**src/rtl/muldiv_pkg.sv**
```systemverilog
// Shared definitions for the multiply/divide unit.
//   XLEN  : default operand and HI/LO width
//   ITER  : iteration cycles per mult/div; must equal the unit's WIDTH
//   op_e  : Op encodings driven by control
//   state_e : unit FSM states
package muldiv_pkg;

  localparam int unsigned XLEN = 32;
  localparam int unsigned ITER = XLEN;

  typedef enum logic [1:0] {
    OP_MULT = 2'b00,
    OP_DIV  = 2'b01,
    OP_MTHI = 2'b10,
    OP_MTLO = 2'b11
  } op_e;

  typedef enum logic [1:0] {
    S_IDLE,
    S_MUL,
    S_DIV,
    S_FIX
  } state_e;

endpackage

```
**src/rtl/muldiv_if.sv**
```systemverilog
// Execute-stage bundle between control/register file and the multiply/divide unit.
//   A, B   : operands (rs, rt)       Sign  : 1 = signed operation
//   Op     : operation select        Start : request, taken only when Busy=0
//   Busy   : mult/div in flight      Done  : one-cycle pulse when HI/LO get new results
//   Hi, Lo : architectural HI/LO registers
interface muldiv_if #(
  parameter int unsigned WIDTH = muldiv_pkg::XLEN
);

  logic [WIDTH-1:0] A;
  logic [WIDTH-1:0] B;
  logic             Sign;
  logic [1:0]       Op;
  logic             Start;
  logic             Busy;
  logic             Done;
  logic [WIDTH-1:0] Hi;
  logic [WIDTH-1:0] Lo;

  modport master (
    output A, B, Sign, Op, Start,
    input  Busy, Done, Hi, Lo
  );

  modport slave (
    input  A, B, Sign, Op, Start,
    output Busy, Done, Hi, Lo
  );

endinterface

```
**src/rtl/muldiv_signfix.sv**
```systemverilog
// Conditional two's-complement negate. Used both to take operand magnitudes
// (neg = sign bit of a signed operand) and to restore result signs.
//   value  : input value
//   neg    : 1 = output -value, 0 = pass through
//   result : conditionally negated value
module muldiv_signfix #(
  parameter int unsigned WIDTH = 32
) (
  input  logic [WIDTH-1:0] value,
  input  logic             neg,
  output logic [WIDTH-1:0] result
);

  assign result = neg ? (~value + WIDTH'(1)) : value;

endmodule

```
**src/rtl/muldiv_unit.sv**
```systemverilog
// Multi-cycle multiply/divide unit owning the HI/LO registers.
// mult: radix-2 shift-add, LSB first. div: restoring, MSB first. Both run on
// magnitudes and fix the sign in a final cycle, giving a 33-cycle latency.
//   clk   : clock, rising edge
//   reset : asynchronous, active-low
//   bus   : muldiv_if slave (A, B, Sign, Op, Start in; Busy, Done, Hi, Lo out)
module muldiv_unit
  import muldiv_pkg::*;
#(
  parameter int unsigned WIDTH = XLEN  // ITER must equal WIDTH
) (
  input  logic     clk,
  input  logic     reset,
  muldiv_if.slave  bus
);

  localparam int unsigned CntW = $clog2(ITER);

  state_e               state_q, state_d;
  logic [CntW-1:0]      cnt_q, cnt_d;
  // mult: {product high, multiplier/product low}; div: low half holds dividend/quotient
  logic [2*WIDTH-1:0]   acc_q, acc_d;
  logic [WIDTH-1:0]     rem_q, rem_d;
  // multiplicand for mult, divisor for div
  logic [WIDTH-1:0]     opb_q, opb_d;
  logic                 neg_lo_q, neg_lo_d;
  logic                 neg_hi_q, neg_hi_d;
  logic                 is_div_q, is_div_d;
  logic                 done_q, done_d;
  logic [WIDTH-1:0]     hi_q, hi_d;
  logic [WIDTH-1:0]     lo_q, lo_d;

  op_e                  op;
  logic [WIDTH-1:0]     abs_a, abs_b;
  logic [2*WIDTH-1:0]   prod_fix;
  logic [WIDTH-1:0]     quo_fix, rem_fix;
  logic [WIDTH:0]       mul_sum;
  logic [WIDTH:0]       div_trial;
  logic                 div_ge;

  assign op = op_e'(bus.Op);

  muldiv_signfix #(.WIDTH(WIDTH)) u_abs_a (
    .value  (bus.A),
    .neg    (bus.Sign & bus.A[WIDTH-1]),
    .result (abs_a)
  );

  muldiv_signfix #(.WIDTH(WIDTH)) u_abs_b (
    .value  (bus.B),
    .neg    (bus.Sign & bus.B[WIDTH-1]),
    .result (abs_b)
  );

  muldiv_signfix #(.WIDTH(2*WIDTH)) u_fix_prod (
    .value  (acc_q),
    .neg    (neg_lo_q),
    .result (prod_fix)
  );

  muldiv_signfix #(.WIDTH(WIDTH)) u_fix_quo (
    .value  (acc_q[WIDTH-1:0]),
    .neg    (neg_lo_q),
    .result (quo_fix)
  );

  muldiv_signfix #(.WIDTH(WIDTH)) u_fix_rem (
    .value  (rem_q),
    .neg    (neg_hi_q),
    .result (rem_fix)
  );

  // One shift-add step: carry out of the upper half shifts into the top bit.
  assign mul_sum = {1'b0, acc_q[2*WIDTH-1:WIDTH]} + {1'b0, (acc_q[0] ? opb_q : '0)};

  // One restoring step: the shifted partial remainder needs WIDTH+1 bits.
  assign div_trial = {rem_q, acc_q[WIDTH-1]};
  assign div_ge    = (div_trial >= {1'b0, opb_q});

  always_comb begin
    state_d  = state_q;
    cnt_d    = cnt_q;
    acc_d    = acc_q;
    rem_d    = rem_q;
    opb_d    = opb_q;
    neg_lo_d = neg_lo_q;
    neg_hi_d = neg_hi_q;
    is_div_d = is_div_q;
    hi_d     = hi_q;
    lo_d     = lo_q;
    done_d   = 1'b0;

    unique case (state_q)
      S_IDLE: begin
        if (bus.Start) begin
          unique case (op)
            OP_MTHI: hi_d = bus.A;
            OP_MTLO: lo_d = bus.A;
            OP_MULT: begin
              opb_d    = abs_a;
              acc_d    = {{WIDTH{1'b0}}, abs_b};
              neg_lo_d = bus.Sign & (bus.A[WIDTH-1] ^ bus.B[WIDTH-1]);
              neg_hi_d = bus.Sign & (bus.A[WIDTH-1] ^ bus.B[WIDTH-1]);
              is_div_d = 1'b0;
              cnt_d    = '0;
              state_d  = S_MUL;
            end
            OP_DIV: begin
              opb_d    = abs_b;
              acc_d    = {{WIDTH{1'b0}}, abs_a};
              rem_d    = '0;
              // Divide by zero leaves the all-ones quotient unsigned-looking
              neg_lo_d = bus.Sign & (bus.A[WIDTH-1] ^ bus.B[WIDTH-1]) & (|bus.B);
              neg_hi_d = bus.Sign & bus.A[WIDTH-1];
              is_div_d = 1'b1;
              cnt_d    = '0;
              state_d  = S_DIV;
            end
          endcase
        end
      end
      S_MUL: begin
        acc_d = {mul_sum, acc_q[WIDTH-1:1]};
        cnt_d = cnt_q + CntW'(1);
        if (cnt_q == CntW'(ITER - 1)) state_d = S_FIX;
      end
      S_DIV: begin
        rem_d = div_ge ? WIDTH'(div_trial - {1'b0, opb_q}) : div_trial[WIDTH-1:0];
        acc_d = {{WIDTH{1'b0}}, acc_q[WIDTH-2:0], div_ge};
        cnt_d = cnt_q + CntW'(1);
        if (cnt_q == CntW'(ITER - 1)) state_d = S_FIX;
      end
      S_FIX: begin
        if (is_div_q) begin
          lo_d = quo_fix;
          hi_d = rem_fix;
        end else begin
          {hi_d, lo_d} = prod_fix;
        end
        done_d  = 1'b1;
        state_d = S_IDLE;
      end
    endcase
  end

  always_ff @(posedge clk or negedge reset) begin
    if (!reset) begin
      state_q  <= S_IDLE;
      cnt_q    <= '0;
      acc_q    <= '0;
      rem_q    <= '0;
      opb_q    <= '0;
      neg_lo_q <= 1'b0;
      neg_hi_q <= 1'b0;
      is_div_q <= 1'b0;
      done_q   <= 1'b0;
      hi_q     <= '0;
      lo_q     <= '0;
    end else begin
      state_q  <= state_d;
      cnt_q    <= cnt_d;
      acc_q    <= acc_d;
      rem_q    <= rem_d;
      opb_q    <= opb_d;
      neg_lo_q <= neg_lo_d;
      neg_hi_q <= neg_hi_d;
      is_div_q <= is_div_d;
      done_q   <= done_d;
      hi_q     <= hi_d;
      lo_q     <= lo_d;
    end
  end

  assign bus.Busy = (state_q != S_IDLE);
  assign bus.Done = done_q;
  assign bus.Hi   = hi_q;
  assign bus.Lo   = lo_q;

endmodule

```
**src/flat_wrapper.sv**
```systemverilog
// flat-port wrapper written by rule: the top's interface ports become plain ports
module muldiv_unit_flat import muldiv_pkg::*;
#(
  parameter int unsigned WIDTH = XLEN                          
)
  (clk, reset, bus_A, bus_B, bus_Sign, bus_Op, bus_Start, bus_Busy, bus_Done, bus_Hi, bus_Lo);
  muldiv_if #(.WIDTH(WIDTH)) bus_i ();
  input  logic clk;
  input  logic reset;
  input wire logic [$bits(bus_i.A)-1:0] bus_A;
  input wire logic [$bits(bus_i.B)-1:0] bus_B;
  input wire logic [$bits(bus_i.Sign)-1:0] bus_Sign;
  input wire logic [$bits(bus_i.Op)-1:0] bus_Op;
  input wire logic [$bits(bus_i.Start)-1:0] bus_Start;
  output wire logic [$bits(bus_i.Busy)-1:0] bus_Busy;
  output wire logic [$bits(bus_i.Done)-1:0] bus_Done;
  output wire logic [$bits(bus_i.Hi)-1:0] bus_Hi;
  output wire logic [$bits(bus_i.Lo)-1:0] bus_Lo;
  assign bus_i.A = bus_A;
  assign bus_i.B = bus_B;
  assign bus_i.Sign = bus_Sign;
  assign bus_i.Op = bus_Op;
  assign bus_i.Start = bus_Start;
  assign bus_Busy = bus_i.Busy;
  assign bus_Done = bus_i.Done;
  assign bus_Hi = bus_i.Hi;
  assign bus_Lo = bus_i.Lo;
  muldiv_unit #(.WIDTH(WIDTH)) u_core (.clk(clk), .reset(reset), .bus(bus_i));
endmodule
```
**config.mk**
```make
export PLATFORM = sky130hd
export DESIGN_NAME = muldiv_unit_flat
export DESIGN_NICKNAME = d
export VERILOG_FILES = /design/src/rtl/muldiv_pkg.sv /design/src/rtl/muldiv_if.sv /design/src/rtl/muldiv_signfix.sv /design/src/rtl/muldiv_unit.sv /design/src/flat_wrapper.sv
export SDC_FILE = /design/constraint.sdc
export NUM_CORES = 1
export LEC_CHECK = 0
export CORE_UTILIZATION = 50
export CTS_CLUSTER_DIAMETER = 50
export CTS_CLUSTER_SIZE = 10
export DETAILED_ROUTE_END_ITERATION = 12
export HOLD_SLACK_MARGIN = 0.05
export PLACE_DENSITY = 0.7
export SETUP_SLACK_MARGIN = 0.4
export SLEW_MARGIN = 20
export SYNTH_ARGS = -nofsm -noshare
export SYNTH_HDL_FRONTEND = slang
export SYNTH_SLANG_ARGS = --single-unit
```
**constraint.sdc**
```tcl
create_clock -name clk -period 3.8 [get_ports clk]
set_input_delay 0.57 -clock clk [delete_from_list [all_inputs] [get_ports clk]]
set_output_delay 0.57 -clock clk [all_outputs]
set_load 0.02 [all_outputs]
```
After elaboration in Yosys (flattened, before gate mapping)
Index checks and enable logic that the tools add are counted.

operators by class
  add/sub/neg operators = 8
  $mul = 0
  div/mod/pow operators = 0
  magnitude comparators = 1
  equal/unequal tests = 14
  shifts and indexed selects = 0
  mux-type cells = 33
  bitwise operators = 10
  reductions and logical operators = 18

operator list
  kind                                           number
  2-to-1 mux 32 bit                              14
  case mux 32 bit (2 select lines)               4
  case mux 64 bit (3 select lines)               1
  adder 32 x 1 -> 32 bit, second input constant  4
  2-to-1 mux 64 bit                              2
  NOT 32 bit                                     4
  case mux 64 bit (2 select lines)               1
  adder 64 x 1 -> 64 bit, second input constant  1
  NOT 64 bit                                     1
  adder 32 x 32 -> 33 bit                        1
  >= comparator 33 x 32 -> 1 bit                 1
  OR reduction 32 bit                            1
  subtractor 32 bit                              1
  AND reduction 3 bit                            7
  2-to-1 mux 5 bit                               2
  inequality test 2 bit, second input constant   5
  case mux 5 bit (2 select lines)                1
  nonzero test 2 bit                             5
  == test 2 bit, second input constant           4
  case mux 1 bit (2 select lines)                3
  case mux 2 bit (3 select lines)                1
  adder 5 x 1 -> 5 bit, second input constant    1
  == test 5 bit, second input constant           1
  AND 1 bit                                      4
  10 further kinds                               14

storage, ports and cells
  register bits after elaboration = 203
  bits in latches = 0
  RAM bits = 0
  ROM bits = 0
  output and inout bits = 66
  word-level logic and storage cells = 95
  memories = 0

Depth between registers and ports, before layout
Gate-level depths: netlist of the first run.

  word-level depth = 6
  mapped depth = 14
  gate-level depth less buffers = 13

Hierarchy
From an unflattened synthesis of the first run, not the netlist that was laid out.

unflattened totals
  cell total of the unflattened synthesis = 2191
  area, all modules = 18365.1 um^2

modules (own cells, without submodules)
  module                               instances  cells each  area an instance (um^2)  seq. area each (um^2)
  muldiv_unit                          1          1589        13608.1                  5079.9
  muldiv_signfix (u_core.u_abs_a ...)  4          99          777.0                    0.0
  muldiv_signfix (u_core.u_fix_prod)   1          206         1649.1                   0.0

Worst setup path after synthesis of the first run
No wires, ideal clock.

  path type = register -> register
  start = register u_core.acc_q[0]
  end = register u_core.acc_q[63]
  setup time = 121 ps
  arrival time = 3100 ps
  required time = 3679 ps
  slack = 579 ps
  cell stages (with the launch flop) = 13
  period minus slack after synthesis = 3221 ps
  path through = dfrtp_1 inv_1 clkbuf_1 nor2_1 fa_1 a21oi_1 o211ai_1 and3_1 a2111o_1 a21oi_1 o21ai_0 a221o_1 a22o_1

between the ends
  word-level cells in the longest chain between the ends = 3

ends and longest elaborated chain
  what                              line                source
  start: declaration                muldiv_unit.sv:22   logic [2*WIDTH-1:0] acc_q, acc_d;
  start signal: assignment          muldiv_unit.sv:150  acc_q <= '0;
  start signal: assignment          muldiv_unit.sv:162  acc_q <= acc_d;
  2-to-1 mux 32 bit                 muldiv_unit.sv:74   assign mul_sum = {1'b0, acc_q[2*WIDTH-1:WIDTH]} + {1'b0, (acc_q[0] ? opb_q : '0)};
  adder 32 x 32 -> 33 bit           muldiv_unit.sv:74
  case mux 64 bit (3 select lines)  muldiv_unit.sv:93   unique case (state_q)

Every way passes these cells.
A chain may end at the register's enable or synchronous reset.

Final worst setup path of the first run
  start = register u_core.opb_q[25]
  end = register u_core.rem_q[26]

between the ends
  word-level cells in the longest chain between the ends = 3

ends and longest elaborated chain
  what                                                                        line                                   source
  start: declaration                                                          muldiv_unit.sv:25                      logic [WIDTH-1:0] opb_q, opb_d;
  start signal: assignment                                                    muldiv_unit.sv:164                     opb_q <= opb_d;
  subtractor 32 bit / >= comparator 33 x 32 -> 1 bit (equally long branches)  muldiv_unit.sv:128, muldiv_unit.sv:78
  2-to-1 mux 32 bit *                                                         muldiv_unit.sv:128                     rem_d = div_ge ? WIDTH'(div_trial - {1'b0, opb_q}) : div_trial[WIDTH-1:0];
  case mux 32 bit (2 select lines) *                                          muldiv_unit.sv:93
  end signal: assignment                                                      muldiv_unit.sv:163                     rem_q <= rem_d;
  end: declaration                                                            muldiv_unit.sv:23                      logic [WIDTH-1:0] rem_q, rem_d;

Mark *: on every way between the ends. The rest lies on a longest branch, timed or not.

==> metrics.md, run 1 <==
| Metric | Value |
|---|---|
| Status | finished, final reports clean |
| Synth-to-layout area growth | 18.82% |
| Top cells by count, synth | nand2_1 (257), o21ai_0 (237), dfrtp_1 (203) |
| Core area | between 30000 and 40000 µm² |
| Final TNS setup | 0 ps |
| Worst EP required | between 4000 and 5000 ps |
| Internal | 9.696 mW |
| GP Congestion | 1.074 |
| Crit end category | register |
| WL final | a little over 60 mm |
| Mapped Cells | 2053 |
| Yosys warns | 0 |
| Die height | 183.8 µm |
| Fillcell total | 3011 |
| Crit path time final | about 3300 ps |
| Finished Cell Area | 19640 µm² |
| Fraction of registers with async set/reset | 100.0% |
| CTS tree | built |
| Area of the multi-input gates | 10780 µm² |
| Detailed placer's ending HPWL | between 40 and 50 mm |
| Switching share of total power | 51.02% |
| Reg area | slightly above 5000 µm² |
| GRT Resource Usage Total | 36.30% |
| Largest net degree at the start of global routing | 89 |
| Max Cap Viol | 0 |
| Post-DRT Antenna Nets | 0 |
| Vias | 16910 |
| H-tree Lvls | 1 |
| Setup violators final | 0 |
| Synth cell types | 87 |
| Combinational share of power | 63.3% |
| DR iter-0 viols | 2182 |
| Count leader, synth | nand2_1 |
| Worst Max-Slew Pin Slew | 970.0 ps |
| Vias per cell | 6.447 |
| Post-synth EDFFs | 0 |
| CTS clk-pin slew, worst paths | roughly 60 ps |
| Area leader, netlist | dfrtp_1 |
| CP arrival | roughly 3800 ps |
| Hold Crit Depth | 2 |
| Crit share post-route | a little under 90% |
| Max rail drop VDD | 607.3 µV |
| Port Buffers | 135 |
| Worst Hold Class | register to register |
| Critical path class | register to register |
| Max-slew headroom | a little over a third |
| Reg2Reg Depth | 12 |
| Clk pwr share | 14.8% |
| Clock buffer depth | 3 |
| Top achievable clock speed | between 0.3 and 0.4 GHz |
| Initial Util | 50.79% |
| First-pass GRT wire length | 93.13 mm |
| Net Count, Synth | approximately 2200 |
| Die area | around 34000 µm² |
| Fin nets | 2307 |
| Final core area utilization | 60.35% |
| Fin. Hold Viols | 0 |
| Leak | 8.332 nW |
| Sequential share of power | 21.9% |
| Synthesized area | 16530 µm² |
| # DRC | 0 |
| Root Buffer | clkbuf_16 |
| Startpoint Class | register |
| Share of post-route cells with drive strength above 1 | 8.620% |
| NetSw | 10.10 mW |
| Dpl cell area | 18420 µm² |
| Clk sink count | between 200 and 250 |
| Routed WL per cell | 23.43 µm |
| RSZ-0062 raised after global routing | no |
| Overall die width | 183.8 µm |
| Clk_lat worst skew | 580 ps |
| Sequential fraction of the synthesis area | 30.74% |
| Diodes inserted | 0 |
| CTS buffer count | 31 |
| Number of cell rows | 66 |
| Post-synthesis sequential element count | between 200 and 250 |
| Gr ovfl total | 0 |
| Largest fanout on the critical path | 13 |
| P per Cell Area | 1008 nW/µm² |
| Final Skew | 14.86 ps |
| Avg Inst Size Synth | a little over 8 µm² |
| Num ports | about 140 |
| TritonRoute pass-1 iters | 9 |
| Final slew viol count | 0 |
| Vias in the first global route | around 15000 |
| Share of the synthesized area in the top cell type | 30.74% |
| Initial antenna violation count | 0 |
| Largest cells by area after synthesis | dfrtp_1 (31%), o21ai_0 (7.2%), nand2_1 (5.8%) |
| Ys flop type | dfrtp_1 |
==> repair_timing <==
item | 4_1_cts | 5_1_grt
pin swaps | 0 | 6
resized for setup | 5 | 33
setup endpoints to repair | 21 | 52
buffers inserted | 0 | 3
hold endpoints to repair | 44 | 0
hold buffers | 1 | 0
==> sequential cells by signal, summed over array words and instances (netlist names) <==
name             cells
u_core.acc_q        64
u_core.bus.Done      1
u_core.bus.Hi       32
u_core.bus.Lo       32
u_core.cnt_q         5
u_core.is_div_q      1
u_core.neg_hi_q      1
u_core.neg_lo_q      1
u_core.opb_q        32
u_core.rem_q        32
u_core.state_q       2
==> power by group through the flow <==
stage	Clock, mW	Combinational, mW	Sequential, mW
4_1_cts	2.94	12.1	4.28
3_3_place_gp	0	11.8	4.27
3_5_place_dp	0	12.0	4.30
5_1_grt	3.04	13.6	4.44
6_report	2.92	12.5	4.34
2_1_floorplan	0	8.19	4.17
==> final timing paths <==
kind | startpoint | to | slack, ps
max reg2reg | u_core.opb_q[25] | u_core.rem_q[26] | 490
max | u_core.opb_q[25] | u_core.rem_q[26] | 490
min in group asynchronous | reset | u_core.bus.Lo[7] | 480
min reg2reg | u_core.opb_q[20] | u_core.opb_q[20] | 470
min | u_core.opb_q[20] | u_core.opb_q[20] | 470
max in group asynchronous | reset | u_core.acc_q[46] | 2520
==> critical path, stage by stage (launching register included) <==
cell,delay [ps]
dfrtp_1,450
inv_1,120
ha_1,440
nand4_1,270
nor3_2,300
nand2_1,130
nor4_1,420
a211oi_1,180
o41ai_4,100
buf_4,270
nand2_1,70
o31ai_1,230
a2bb2oi_1,230
==> cell families after synthesis <==
kind of cell               after synthesis  synth area share (%)
AOI/OAI and AO/OA                      705                 27.70
xor gates and xnor gates               194                 10.28
adders and majority gates               76                 5.845
buffers and inverters                  200                 4.944
DFF                                    203                 30.74
muxes                                   29                 1.764
and+or+nand+nor                        646                 18.73
==> cell usage in the layout, fill, tap and decap left out, types with 28 or more instances in the layout <==
cell type        count
o31ai_1             46
xor2_1              95
buf_4               61
clkdlybuf4s50_1    134
nor3_1              35
ha_1                71
nor2_1             145
xnor2_1             99
inv_1               70
a22o_1              30
clkbuf_16           31
nand2_1            257
o21ai_0            231
dfrtp_1            202
mux2i_1             28
a21oi_1            129
==> layout make-up <==
| type | instances | share of cell area [%] |
|---|---|---|
| clock buffer | 38 | 4.288 |
| clock inverter | 15 | 1.032 |
| inverter | 74 | 1.415 |
| multi-input combinational | 1650 | 54.91 |
| sequential | 203 | 25.88 |
| tap | 442 | 2.816 |
| timing repair buffer | 201 | 9.666 |
==> per-layer routing <==
layer | vias to the layer above | part of all wire (%) | GRT usage, %
met5 | - | 0 | 0
met4 | 0 | 3.7 | 12.80
met3 | 104 | 12 | 8.776
met2 | 1018 | 41 | 52.32
met1 | 8081 | 43 | 52.46
li1 | 7707 | - | -
==> through the flow <==
step	std cells	hold slack (ps)	setup slack (ps)	total power [mW]
floorplan	2053	274.4	579.2	12.36
global placement	2566	458.0	107.8	16.03
detailed placement	2566	461.0	36.81	16.29
CTS	2620	471.7	308.4	19.28
global route	2623	492.4	391.3	21.07
finish	2623	471.0	489.8	19.80
Power figures use the tool's default switching activity.
==> run 2, diff against run 1 <==
Settings changed: CTS_BUF_LIST from default to sky130_fd_sc_hd__clkbuf_2 sky130_fd_sc_hd__clkbuf_4 sky130_fd_sc_hd__clkbuf_8, SKIP_CTS_REPAIR_TIMING from default to 1.
Clock period 3.8 ns to 4.2 ns, I/O delays scaled along.
==> metrics.md, run 2 (synthesis results as in run 1) <==
| Metric | Value |
|---|---|
| CTS tree | built |
| Detailed placer's ending HPWL | around 48 mm |
| Fillcell total | 3074 |
| Share of post-route cells with drive strength above 1 | 6.898% |
| Fin. Hold Viols | 0 |
| Num ports | ~140 |
| Crit end category | register |
| Number of cell rows | 66 |
| Max reg flops | 64 |
| Final Skew | 20.64 ps |
| Worst Slack Setup Final | 627.3 ps |
| Final core area utilization | 58.64% |
| Fin nets | ~2300 |
| # DRC | 0 |
| P per Cell Area | around 910 nW/µm² |
| CP arrival | 3990 ps |
| Largest fanout on the critical path | 31 |
| Top Family by Delay on Critical Path | compound AO/OA/AOI/OAI gates |
| Vias | 16720 |
| Clk sink count | a little over 200 |
| Initial antenna violation count | 0 |
| GP Congestion | 0.9709 |
| Worst Path Buf+Inv | 2 |
| Crit path time final | 3573 ps |
| Status | finished, final reports clean |
| Wire length on met1 | 27.58 mm |
| Die area | 33780 µm² |
| Setup WS pre-CTS | roughly 540 ps |
| RSZ-0062 raised after global routing | no |
| Reg area | a little over 5000 µm² |
| Clk_lat worst skew | approximately 580 ps |
| Vias per cell | 6.427 |
| Met2 wire length | 25.49 mm |
| Worst EP required | 4610 ps |
| Commonest cells after routing, fill and taps aside | nand2_1 (257), o21ai_0 (237), dfrtp_1 (202) |
| Reg2Reg Depth | 11 |
| Overall die width | 183.8 µm |
| Area of the multi-input gates | 10670 µm² |
| Hold Worst Slack | 70.94 ps |
| Crit share post-route | 85.06% |
| Vias in the first global route | 15240 |
| GRT Resource Usage Total | 36.77% |
| Routed wl met3 | 6.960 mm |
| Max Cap Viol | 0 |
| Port Buffers | 135 |
| CP peak stage delay | 440 ps |
| Worst Hold Class | input pin to async pin |
| Synth-to-layout area growth | 15.45% |
| Startpoint Class | register |
| Initial Util | approximately half |
| WL final | 62.13 mm |
| Critical path class | register to register |
| CP Cell Sequence | inv_1 > ha_1 > nand3_1 > a211oi_2 > nor2_1 > a21oi_1 > a31oi_1 > o41ai_4 > buf_4 > mux2i_1 > o21ai_0 |
| Max-slew headroom | 33.00% |
| Top achievable clock speed | 0.2799 GHz |
| Gr ovfl total | 0 |
| Leak | 8.084 nW |
| Worst Max-Slew Pin Slew | between 1000 and 1500 ps |
| Routed WL per cell | 23.88 µm |
| Reg with most FFs | u_core.acc_q |
| CTS buffer count | 34 |
| Die height | 183.8 µm |
| Most common cell after layout, fill and taps aside | nand2_1 |
| Diodes inserted | 0 |
| TritonRoute pass-1 iters | 7 |
| Root Buffer | clkbuf_8 |
| Max rail drop VDD | 537.4 µV |
| Setup violators final | 0 |
| Core area | approximately 33000 µm² |
| Clock buffer depth | 3 |
| Slowest-stage cell, CP | buf_4 |
| Critical path depth | 11 |
| Post-DRT Antenna Nets | 0 |
| First-pass GRT wire length | about 94 mm |
| Final slew viol count | 0 |
| Max layer used | met4 |
| DR iter-0 viols | 2257 |
| Largest net degree at the start of global routing | 90 |
| H-tree Lvls | 2 |
| CTS clk-pin slew, worst paths | about 70 ps |
| Final TNS setup | 0 ps |
==> run 2: cell count changes in the layout (fill, tap and decap cells not counted), moves of 6 or more <==
cell / change
clkbuf_8: +36
a21oi_1: +6
o21ai_0: +6
o21ai_1: -6
clkbuf_16: -31
buf_4: -25
==> run 2: cell type report <==
type,instances,share of cell area [%]
clock inverters,16,1.299
inverters,74,1.456
well taps,442,2.899
multi-input cells,1650,55.94
clock buffers,44,3.043
repair buffers,173,8.729
flip-flops and latches,203,26.63
==> run 2: routing by layer <==
metal  vias to the layer above  global-route usage, %
li1                       7656                      -
met1                      8012                  54.54
met2                       945                  52.39
met3                       109                  7.805
met4                         0                  12.47
met5                         -                      0
==> run 2: path summary, 6_finish.rpt <==
check,from,endpoint,slack [ps]
max in group asynchronous,reset,u_core.acc_q[25],3120
max reg2reg,u_core.opb_q[6],u_core.rem_q[15],630
min in group clk,u_core.opb_q[20],u_core.opb_q[20],470
max,u_core.opb_q[6],u_core.rem_q[15],630
min,reset,u_core.bus.Lo[7],70
min reg2reg,u_core.opb_q[20],u_core.opb_q[20],470
==> run 2: power by group <==
part	switching, mW	leakage, nW	internal, mW
Sequential	1.14	2.62	2.79
Clock	0.937	0.427	1.29
Combinational	6.98	5.04	4.16
==> run 2: through the flow <==
step / power [mW] / cell area [µm²] / instances
5_1_grt: 18.34 / 19080 / 2602
6_report: 17.29 / 19080 / 2602
4_1_cts: 16.98 / 19060 / 2602
3_5_place_dp: 14.72 / 18230 / 2542
2_1_floorplan: 11.18 / 16530 / 2053
3_3_place_gp: 14.54 / 18230 / 2542
==> edit, RTL diff (config.mk and constraints of run 2) <==
The package constant `XLEN` goes from 32 to 16.
--- a/src/rtl/muldiv_pkg.sv
+++ b/src/rtl/muldiv_pkg.sv
@@ -7,3 +7,3 @@
 
-  localparam int unsigned XLEN = 32;
+  localparam int unsigned XLEN = 16;
   localparam int unsigned ITER = XLEN;
Interface: changed (resized bus_A, bus_B, bus_Hi and bus_Lo); port bits go from 136 to 72. The function was not compared with the original's and may differ.
==> edit against run 2 <==
Synthesized area is 49% lower; maximum frequency rose by 8.2%; die area shrank 48%; global-route usage is 6.9 points lower; first-iteration DRC count fell by 68%; routed wire length decreased by 59%; sequential power is 53% lower; power down 61%; setup slack better by 0.27 ns; cell area fell by 50%; synthesized cell count fell by 49%; sequential cell count decreased by 97; critical endpoint is now u_core.acc_q[27]; largest cell class unchanged; highest routed layer unchanged.
==> edit: results (changes against run 2) <==
** Power
- Internal power :: 3.35 mW (-59%)
- The maximum resistive drop on vdd came to 0.000396 V (-26%).
- The leakage component of the power came to 4.02 nW (-50%).

** Final layout
- Net count of the finished layout :: 1166 (-49%)
- The fill cell instance count of the final layout came to 1594 (-48%).
- Diode insertion count for antenna repair :: 0 (unchanged)
- Flip-flop count of the largest register after layout :: 32 (-50%)
- Final non-filler cell total :: 1310 (-50%)
- The fraction of final layout cells with drive strength greater than 1 came to 5.60% (-1.3 points).
- Area grow syn2layout :: 12.8%

** Placed design
- Final HPWL DP :: 20000 um (-58%)
- Placed instance count :: 1294 (-49%)
- The total of buffers placed on input and output ports came to 71 (-47%).
- The worst slack at placement came to 0.981 ns (+0.442 ns).
- Routability congestion estimate :: 0.936 (-3.6%)
- The standard cell area after detailed placement is 9410 um^2 (-48%).

** Global routing
- The combined global-route utilization of all metal layers came to 29.9% (-6.9 points).
- The number of global-route vias before repair came to 7336 (-52%).
- Number of antenna violations at the first check in global routing :: 0 (unchanged)
- First-pass GRT wire length :: 40600 um (-57%)
- Pin count of the biggest net entering global routing :: 41 (-54%)

** Setup path
- The maximum cell stage delay along the critical path came to 0.47 ns (+0.03 ns).
- Cell with the largest stage delay on the worst path :: dfrtp_1
- Worst setup SP type :: flop
- In this run the critical register-to-register path is launched from u_core.acc_q[0].
- The register-to-register setup slack is 0.90 ns (+0.27 ns).
- The critical path arrival came to 3.60 ns (-0.39 ns).
- Critical Path Fanout Max :: 17 (-45%)
- The depth of the most critical reg-to-reg path came to 10 (-1).
- Destination of the worst register-to-register timing path :: u_core.acc_q[27]

** Clocking
- The maximum root-to-sink buffer count was 2 (-1).
- Clk pin slew, worst setup/hold paths :: 0.13 ns (+0.06 ns)
- CTS H-Tree Depth :: 3 (+1)
- The number of buffers created by CTS is 9 (-74%).
- Clock insertion delay at the later pin of the skew report :: 0.42 ns (-0.16 ns)

** Logic synthesis
- The count of warnings emitted by yosys was 0 (unchanged).
- Sorting the synthesized cells by area gives the leading types as dfrtp_1 31%, ha_1 6.0%, xnor2_1 5.8%.
- FFs w/ async S/R, synth :: 100% (unchanged)
- Share of synthesized area occupied by flip-flops and latches :: 31.2% (+0.43 points)
- The synthesized instance count came to 1044 (-49%).
- Leading post-synthesis cells by instance count :: 117 x nand2_1, 106 x dfrtp_1, 95 x o21ai_0
- Unique cell type count in the Yosys netlist :: 67 (-23%)
- Synthesized net count :: 1125 (-49%)

** Timing
- The actual transition at the worst max-transition pin came to 1.01 ns (+0.00208 ns).
- Hold Slack :: 0.183 ns (+0.112 ns)
- Worst clock skew :: 0.0216 ns (+0.000975 ns)

** Outcome
- Run status :: complete, no violations

** Detailed routing
- The number of DRC violations after detailed routing is 0 (unchanged).
- First-pass DRT Iterations :: 5 (-2)
- The number of vias per cell came to 6.24 (-2.9%).
- The routed length per placed instance came to 19.6 um (-18%).
- The number of DRC violations after detailed-routing iteration 0 is 733 (-68%).
[edit: worst max path at each step]
| stage | to | slack [ns] |
|---|---|---|
| detailed placement | u_core.acc_q[27] | 0.98 |
| global route | u_core.acc_q[27] | 0.71 |
| CTS | u_core.acc_q[27] | 0.95 |
| global placement | u_core.acc_q[27] | 1.01 |
| finish | u_core.acc_q[27] | 0.90 |
| floorplan | u_core.acc_q[27] | 0.97 |
[edit: critical path: cells and delay by family (launching register included)]
kind	cells	cell delay [ns]
DFF	1	0.47
adders and majority gates	1	0.31
buffers and inverters	2	0.62
and+or+nand+nor	1	0.25
AOI/OAI and AO/OA	5	1.36
xor gates and xnor gates	1	0.17
[edit: cell type report]
type                       count  share of cell area [%]
clock inverter                 7                   0.704
tap                          220                    2.87
clock buffer                   9                    1.29
multi-input combinational    836                    57.0
sequential                   106                    27.6
inverter                      42                    1.64
timing repair buffer          90                    8.86
[edit: cells by family after synthesis]
logic type      after synthesis  share of synthesized area [%]
mux                          23                           2.81
simple gates                333                           18.3
flops                       106                           31.2
fa+ha+maj                    43                           6.50
compound gates              346                           27.3
buf+inv                     102                           4.53
xor+xnor                     91                           9.36
[edit: power groups by stage]
stage / registers, mW / logic [mW] / clock network [mW]
5_1_grt: 1.91 / 4.67 / 0.714
4_1_cts: 1.85 / 4.21 / 0.680
2_1_floorplan: 1.89 / 2.85 / 0
3_3_place_gp: 1.85 / 4.15 / 0
6_report: 1.85 / 4.25 / 0.675
3_5_place_dp: 1.87 / 4.19 / 0
[edit: layer usage]
metal / share of wire [%] / vias to the layer above / global-route usage, %
li1: - / 3924 / -
met1: 46 / 3883 / 44.0
met3: 8.0 / 29 / 5.25
met2: 43 / 335 / 44.4
met4: 2.7 / 0 / 9.71
met5: 0 / - / 0
